==> config.mk <==
export PLATFORM = sky130hd
export DESIGN_NAME = fifo_write_arbiter
export DESIGN_NICKNAME = d
export VERILOG_FILES = /design/src/rtl/fifo_arb_pkg.sv /design/src/rtl/rr_priority_pick.sv /design/src/rtl/fifo_write_arbiter.sv
export SDC_FILE = /design/constraint.sdc
export NUM_CORES = 1
export LEC_CHECK = 0
export BUFFER_PORTS_ARGS = -buffer_cell sky130_fd_sc_hd__buf_4
export CAP_MARGIN = 20
export CORE_MARGIN = 2
export CORE_UTILIZATION = 43
export CTS_CLUSTER_SIZE = 10
export DETAILED_ROUTE_END_ITERATION = 8
export PLACE_DENSITY = 0.78
export SLEW_MARGIN = 20
export SYNTH_ARGS = -nofsm -noshare
export SYNTH_HDL_FRONTEND = slang
export SYNTH_SLANG_ARGS = --single-unit
export TNS_END_PERCENT = 5
==> constraint.sdc <==
create_clock -name W_CLK -period 3.25 [get_ports W_CLK]
set_input_delay 0.1625 -clock W_CLK [delete_from_list [all_inputs] [get_ports W_CLK]]
set_output_delay 0.1625 -clock W_CLK [all_outputs]
set_load 0.01 [all_outputs]
==> src/rtl/fifo_arb_pkg.sv <==
// Shared types and helpers for the FIFO write-port arbiter.
package fifo_arb_pkg;

  // Width of every statistics counter.
  localparam int STATS_W = 16;

  // Largest supported requester count; rr_pick works on this fixed width.
  localparam int MAX_REQ = 8;

  typedef enum logic [0:0] {
    IDLE  = 1'b0,
    GRANT = 1'b1
  } arb_state_e;

  // Round-robin pick: first set bit of req at or after (last+1) mod n.
  // Bits of req at or above n must be zero. Returns 0 when req is empty.
  function automatic logic [2:0] rr_pick(input logic [7:0]  req,
                                         input logic [2:0]  last,
                                         input int unsigned n);
    logic [2:0]  pick;
    logic        found;
    int unsigned idx;
    pick  = 3'd0;
    found = 1'b0;
    for (int unsigned k = 32'd1; k <= 32'd8; k++) begin
      // last < n and k <= n, so one subtraction is enough to wrap.
      idx = 32'(last) + k;
      if (idx >= n) begin
        idx = idx - n;
      end else begin
        idx = idx;
      end
      if ((k <= n) && !found && req[idx[2:0]]) begin
        pick  = idx[2:0];
        found = 1'b1;
      end else begin
        found = found;
      end
    end
    return pick;
  endfunction

endpackage

==> src/rtl/rr_priority_pick.sv <==
// Combinational round-robin priority picker: request mask plus last-served
// pointer in, chosen index and "any request" flag out.
module rr_priority_pick
  import fifo_arb_pkg::*;
#(
  parameter int N_REQ = 4
) (
  input  logic [N_REQ-1:0]         req_i,
  input  logic [$clog2(N_REQ)-1:0] last_i,
  output logic [$clog2(N_REQ)-1:0] pick_o,
  output logic                     any_o
);

  localparam int IDW = $clog2(N_REQ);

  // Rotate priority so the requester after last_i is considered first.
  always_comb begin
    pick_o = IDW'(rr_pick(8'(req_i), 3'(last_i), N_REQ));
    any_o  = |req_i;
  end

endmodule

==> src/rtl/fifo_write_arbiter.sv <==
// Round-robin, burst-bounded arbiter sharing the async FIFO write port among
// N_REQ producers in the W_CLK domain. FULL back-pressure stalls the current
// owner without rotating the grant.
// Optional feature macro: FIFO_ARB_STATS_EN adds WR_CNT / STALL_CNT counters.
module fifo_write_arbiter
  import fifo_arb_pkg::*;
#(
  parameter int N_REQ      = 4,
  parameter int data_width = 9,
  parameter int MAX_BURST  = 4
) (
  input  logic                          W_CLK,
  input  logic                          WRST_n,
  input  logic [N_REQ-1:0]              REQ,
  input  logic [N_REQ*data_width-1:0]   DATA,
  output logic [N_REQ-1:0]              ACK,
  output logic [$clog2(N_REQ)-1:0]      GNT_ID,
  input  logic                          FULL,
  output logic                          W_EN,
  output logic [data_width-1:0]         I_DATA
`ifdef FIFO_ARB_STATS_EN
  ,
  output logic [N_REQ*STATS_W-1:0]      WR_CNT,
  output logic [STATS_W-1:0]            STALL_CNT
`endif
);

  localparam int IDW   = $clog2(N_REQ);
  localparam int CNT_W = (MAX_BURST > 1) ? $clog2(MAX_BURST) : 1;
  localparam logic [CNT_W-1:0] LAST_BEAT = CNT_W'(MAX_BURST - 1);
  localparam logic [IDW-1:0]   LAST_INIT = IDW'(N_REQ - 1);

  arb_state_e            state_q, state_d;
  logic [IDW-1:0]        gnt_q, gnt_d;
  logic [IDW-1:0]        last_q, last_d;
  logic [CNT_W-1:0]      cnt_q, cnt_d;

  logic [IDW-1:0]        pick_base_s;
  logic [IDW-1:0]        pick_s;
  logic                  any_req_s;
  logic                  req_own_s;
  logic                  wen_s;
  logic                  grant_end_s;
  logic [N_REQ-1:0]      ack_s;
  logic [data_width-1:0] data_sel_s;

  // In GRANT the owner is the rotation base, otherwise the last served one.
  always_comb begin
    if (state_q == GRANT) begin
      pick_base_s = gnt_q;
    end else begin
      pick_base_s = last_q;
    end
  end

  rr_priority_pick #(
    .N_REQ (N_REQ)
  ) u_pick (
    .req_i  (REQ),
    .last_i (pick_base_s),
    .pick_o (pick_s),
    .any_o  (any_req_s)
  );

  // Write enable: owner requests and the FIFO has room.
  always_comb begin
    req_own_s = REQ[gnt_q];
    wen_s     = (state_q == GRANT) && req_own_s && !FULL;
  end

  // Next-state logic: grant start, burst counting, rotation and release.
  always_comb begin
    state_d     = state_q;
    gnt_d       = gnt_q;
    last_d      = last_q;
    cnt_d       = cnt_q;
    grant_end_s = 1'b0;
    case (state_q)
      IDLE: begin
        if (any_req_s) begin
          state_d = GRANT;
          gnt_d   = pick_s;
          cnt_d   = {CNT_W{1'b0}};
        end else begin
          state_d = IDLE;
        end
      end
      GRANT: begin
        // FULL alone never ends a grant; only a dropped request or a
        // completed burst does.
        if (!req_own_s) begin
          grant_end_s = 1'b1;
        end else if (wen_s && (cnt_q == LAST_BEAT)) begin
          grant_end_s = 1'b1;
        end else if (wen_s) begin
          cnt_d = cnt_q + {{(CNT_W-1){1'b0}}, 1'b1};
        end else begin
          cnt_d = cnt_q;
        end
        if (grant_end_s) begin
          last_d = gnt_q;
          cnt_d  = {CNT_W{1'b0}};
          if (any_req_s) begin
            // Rotate straight to the next requester; may re-grant the owner
            // if it is the only one still asking.
            gnt_d = pick_s;
          end else begin
            state_d = IDLE;
          end
        end else begin
          last_d = last_q;
        end
      end
      default: begin
        state_d = IDLE;
        gnt_d   = {IDW{1'b0}};
        last_d  = LAST_INIT;
        cnt_d   = {CNT_W{1'b0}};
      end
    endcase
  end

  // Arbiter state registers.
  always_ff @(posedge W_CLK or negedge WRST_n) begin
    if (!WRST_n) begin
      state_q <= IDLE;
      gnt_q   <= {IDW{1'b0}};
      last_q  <= LAST_INIT;
      cnt_q   <= {CNT_W{1'b0}};
    end else begin
      state_q <= state_d;
      gnt_q   <= gnt_d;
      last_q  <= last_d;
      cnt_q   <= cnt_d;
    end
  end

  // One-hot acknowledge to the producer whose word is written this cycle.
  always_comb begin
    ack_s = {N_REQ{1'b0}};
    if (wen_s) begin
      ack_s[gnt_q] = 1'b1;
    end else begin
      ack_s = {N_REQ{1'b0}};
    end
  end

  // Write data mux; forced to zero when no write happens.
  always_comb begin
    data_sel_s = {data_width{1'b0}};
    for (int i = 0; i < N_REQ; i++) begin
      data_sel_s = data_sel_s |
                   ({data_width{wen_s && (gnt_q == IDW'(i))}} &
                    DATA[i*data_width +: data_width]);
    end
  end

  assign W_EN   = wen_s;
  assign ACK    = ack_s;
  assign I_DATA = data_sel_s;
  assign GNT_ID = gnt_q;

`ifdef FIFO_ARB_STATS_EN
  localparam logic [STATS_W-1:0] SAT = {STATS_W{1'b1}};

  logic [N_REQ-1:0][STATS_W-1:0] wr_cnt_q;
  logic [STATS_W-1:0]            stall_cnt_q;
  logic                          stall_s;

  // A stall is a granted cycle where the owner wants to write but FULL blocks.
  always_comb begin
    stall_s = (state_q == GRANT) && req_own_s && FULL;
  end

  // Saturating per-requester count of acknowledged words.
  always_ff @(posedge W_CLK or negedge WRST_n) begin
    if (!WRST_n) begin
      for (int i = 0; i < N_REQ; i++) begin
        wr_cnt_q[i] <= {STATS_W{1'b0}};
      end
    end else begin
      for (int i = 0; i < N_REQ; i++) begin
        if (ack_s[i] && (wr_cnt_q[i] != SAT)) begin
          wr_cnt_q[i] <= wr_cnt_q[i] + 16'd1;
        end else begin
          wr_cnt_q[i] <= wr_cnt_q[i];
        end
      end
    end
  end

  // Saturating count of FULL stall cycles.
  always_ff @(posedge W_CLK or negedge WRST_n) begin
    if (!WRST_n) begin
      stall_cnt_q <= {STATS_W{1'b0}};
    end else if (stall_s && (stall_cnt_q != SAT)) begin
      stall_cnt_q <= stall_cnt_q + 16'd1;
    end else begin
      stall_cnt_q <= stall_cnt_q;
    end
  end

  assign WR_CNT    = wr_cnt_q;
  assign STALL_CNT = stall_cnt_q;
`else
  // Statistics disabled: no counters and no extra ports.
`endif

endmodule

==> summary.md <==
| Metric | Value |
|---|---|
| Top cells by area, synth | `a22oi_1 (14%), dfrtp_1 (13%), nand2_1 (6.8%)` |
| IO Port Bufs | `58` |
| Area fraction in and, or, nand and nor cells after synthesis | `28.8%` |
| WL per Instance | `14.7 microns` |
| Post-CTS setup buffers | `0` |
| Delay-heaviest family, CP | `multiplexers` |
| Die W | `50.8 microns` |
| Routed Antenna Nets | `0` |
| Req. time, crit path | `3390 ps` |
| Final period util | `84.9%` |
| Netlist Area Pre-Place | `943 sq um` |
| Post-synthesis adder-cell area fraction | `2.65%` |
| Std-Cell Rows | `16` |
| Clock slew at reported path FFs | `60 ps` |
| CTS tree | `built` |
| Synth Area in XOR/XNOR | `0%` |
| Power Dens Cells | `696 nW/um^2` |
| Cts repair resizes | `0` |
| ANT cells | `0` |
| Ports | `59` |
| RSZ-0062 raised after global routing | `no` |
| Vias in the first global route | `1,088` |
| H-tree levels | `1` |
| Post-Route WL | `2980 microns` |
| Largest net degree at the start of global routing | `13` |
| Comb pwr share | `72.2%` |
| Worst-path cell chain | `mux2i_1, inv_1, ha_1, mux2i_1, nor3_1, a31oi_1, o22ai_1, nor3_1, a21oi_1` |
| Leak | `0.699 nW` |
| Layout cells sized above 1 | `42.3%` |
| Fin. max-slew vios | `0` |
| Main synth FF type | `dfrtp_1` |
| Critical path buffers and inverters | `1` |
| Design internal power | `0.509 mW` |
| Final hold violations | `0` |
| Placer Congestion | `0.921` |
| Initial DRC Count | `38` |
| Crit path time final | `2760 ps` |
| Worst Max-Slew Pin Slew | `651 ps` |
| Synthesis-stage register bit count | `7` |
| DP HPWL | `2210 microns` |
| Area Growth Syn to Fin | `47.3%` |
| Final non-filler cell total | `202` |
| GRT overflow | `0` |
| Share of synthesized registers carrying an async set or reset | `100%` |
| Synth area leader | `a22oi_1` |
| Die height | `50.8 microns` |
| Seq/Total Area, Yosys | `18.8%` |
| Final setup vio count | `0` |
| Psw | `0.459 mW` |
| Final nets | `221` |
| Die ar. | `2580 sq um` |
| TNS Setup | `0 ps` |
| Reg power frac | `19.1%` |
| Root Driver | `clkbuf_4` |
| Vias per cell | `5.80` |
| Fillers | `182` |
| Area share of the largest cell type after synthesis | `14.3%` |
| Clock power share | `8.7%` |
| Status | `completed` |
| Starting density of the core | `46.7%` |
| Synthesized Nets | `167` |
| Placed Cells | `197` |
| Hold Path Class | `in -> reg` |
| Mux cell area share after synthesis | `10.7%` |
| Relative slew slack | `56.4%` |
| Synth cell types | `41` |
| Total number of vias | `1,172` |
| Residual DRC count | `0` |
| CTS Sinks | `7` |
| EDFF count, synth | `0` |
| Post-CTS Hold Fix Bufs | `1` |
| Core box area | `2020 sq um` |
| Total global-route track usage | `24.2%` |
| CTS Buffer Depth | `2` |
| Synth Instances | `122` |
| Fmax | `363 MHz` |
| Post-synthesis compound-gate area fraction | `30.0%` |
| Avg Inst Size Synth | `7.73 sq um` |
| Synth Warn # | `0` |
| Initial antenna violation count | `0` |
| Sw Share | `47.4%` |
| Pre-antenna DRT Iters | `4` |
| Worst Path Max Fanout | `12` |
| Num CTS Buffers | `3` |
| Main combinational cell family by area after synthesis | `compound AO/OA/AOI/OAI gates` |
| Worst skew pair latency | `270 ps` |
| Data arrival, critical path | `2900 ps` |
| Critical Path Start Type | `flip-flop` |
| First-pass GRT wire length | `4820 microns` |
| Total of max-cap violations | `0` |
| Largest stage delay, worst path | `560 ps` |
| Maximum vdd drop | `0.596 mV` |
| Clk_skew | `8.26 ps` |
| Worst Path Class, Setup | `reg -> reg` |
| CP max stage cell | `ha_1` |
| CP Capture Type | `flip-flop` |
==> registers in the layout, summed over array words and instances (netlist names) <==
register	flops
GNT_ID	2
cnt_q	2
last_q	2
state_q	1
==> metrics by stage <==
stage	hold slack (ps)	cell area [sq um]	power (mW)	util (%)	worst slack, ps
after global placement	-20.8	1350	0.866	67.0	665
after CTS	235	1390	0.967	68.8	542
after detailed placement	-20.2	1350	0.880	67.0	540
after floorplan	-133	943	0.687	-	842
final	238	1390	0.968	68.8	492
after global routing	248	1390	1.05	68.8	291
==> power by group through the flow <==
stage               sequential (mW)  clock [mW]  combinational, mW
global route                  0.194      0.0908              0.770
CTS                           0.185      0.0845              0.697
detailed placement            0.185           0              0.695
floorplan                     0.158           0              0.530
global placement              0.184           0              0.682
finish                        0.185      0.0842              0.699
==> cells by family after synthesis <==
logic type | after synthesis
adder cells (fa/ha/maj) | 2
AND/OR/NAND/NOR | 48
AO/OA/AOI/OAI | 40
flip-flops | 7
buffers and inverters | 17
multiplexers | 8
==> cell type report <==
| type | instances | area [sq um] | area share [%] |
|---|---|---|---|
| tap | 27 | 33.8 | 2.43 |
| sequential | 7 | 178 | 12.8 |
| inverter | 7 | 26.3 | 1.89 |
| timing repair buffer | 59 | 445 | 32.0 |
| multi-input combinational | 98 | 681 | 49.0 |
| clock buffer | 4 | 26.3 | 1.89 |
==> layout by cell type (no fill, tap or decap), types with 2 or more instances in the layout <==
cell type	count
ha_1	2
mux2_2	3
buf_4	58
nor2_1	6
nand2_1	17
nor3_1	3
a21oi_1	4
dfstp_2	2
clkbuf_4	3
o22ai_1	2
and3_1	3
nor2b_1	3
inv_1	7
a22oi_1	18
a31oi_1	4
nor3_2	3
nand3_1	5
mux2i_1	3
o21ai_0	3
dfrtp_1	5
==> Yosys cell counts, drive strengths merged, types with 2 or more instances <==
cell type,n
a21boi,2
a21oi,4
a22oi,18
a31oi,4
and3,3
buf,8
clkbuf,2
dfrtp,5
dfstp,2
ha,2
inv,7
mux2,4
mux2i,3
nand2,18
nand3,5
nor2,6
nor2b,3
nor3,6
nor4b,2
o21ai,4
o22ai,2
==> worst min-delay path, delay by kind of cell <==
| kind | cells | cell delay [ps] |
|---|---|---|
| and+or+nand+nor | 2 | 160 |
| buffers and inverters | 1 | 140 |
==> path summary, 6_finish.rpt <==
kind / startpoint / end / slack, ps / cells past startpoint
max reg2reg: state_q / GNT_ID[0] / 490 / 9
min reg2reg: cnt_q[1] / cnt_q[1] / 500 / 1
min in group asynchronous: WRST_n / cnt_q[0] / 280 / 2
min: REQ[2] / state_q / 240 / 3
max: state_q / GNT_ID[0] / 490 / 9
max in group asynchronous: WRST_n / last_q[0] / 2760 / 2
==> metal layers <==
layer / wire length [microns] / track usage [%]
met2: 1420 / 41.0
met4: 24 / 8.11
met3: 323 / 7.02
met5: 0 / 0
met1: 1210 / 29.2
(Power assumes the default switching activity.)
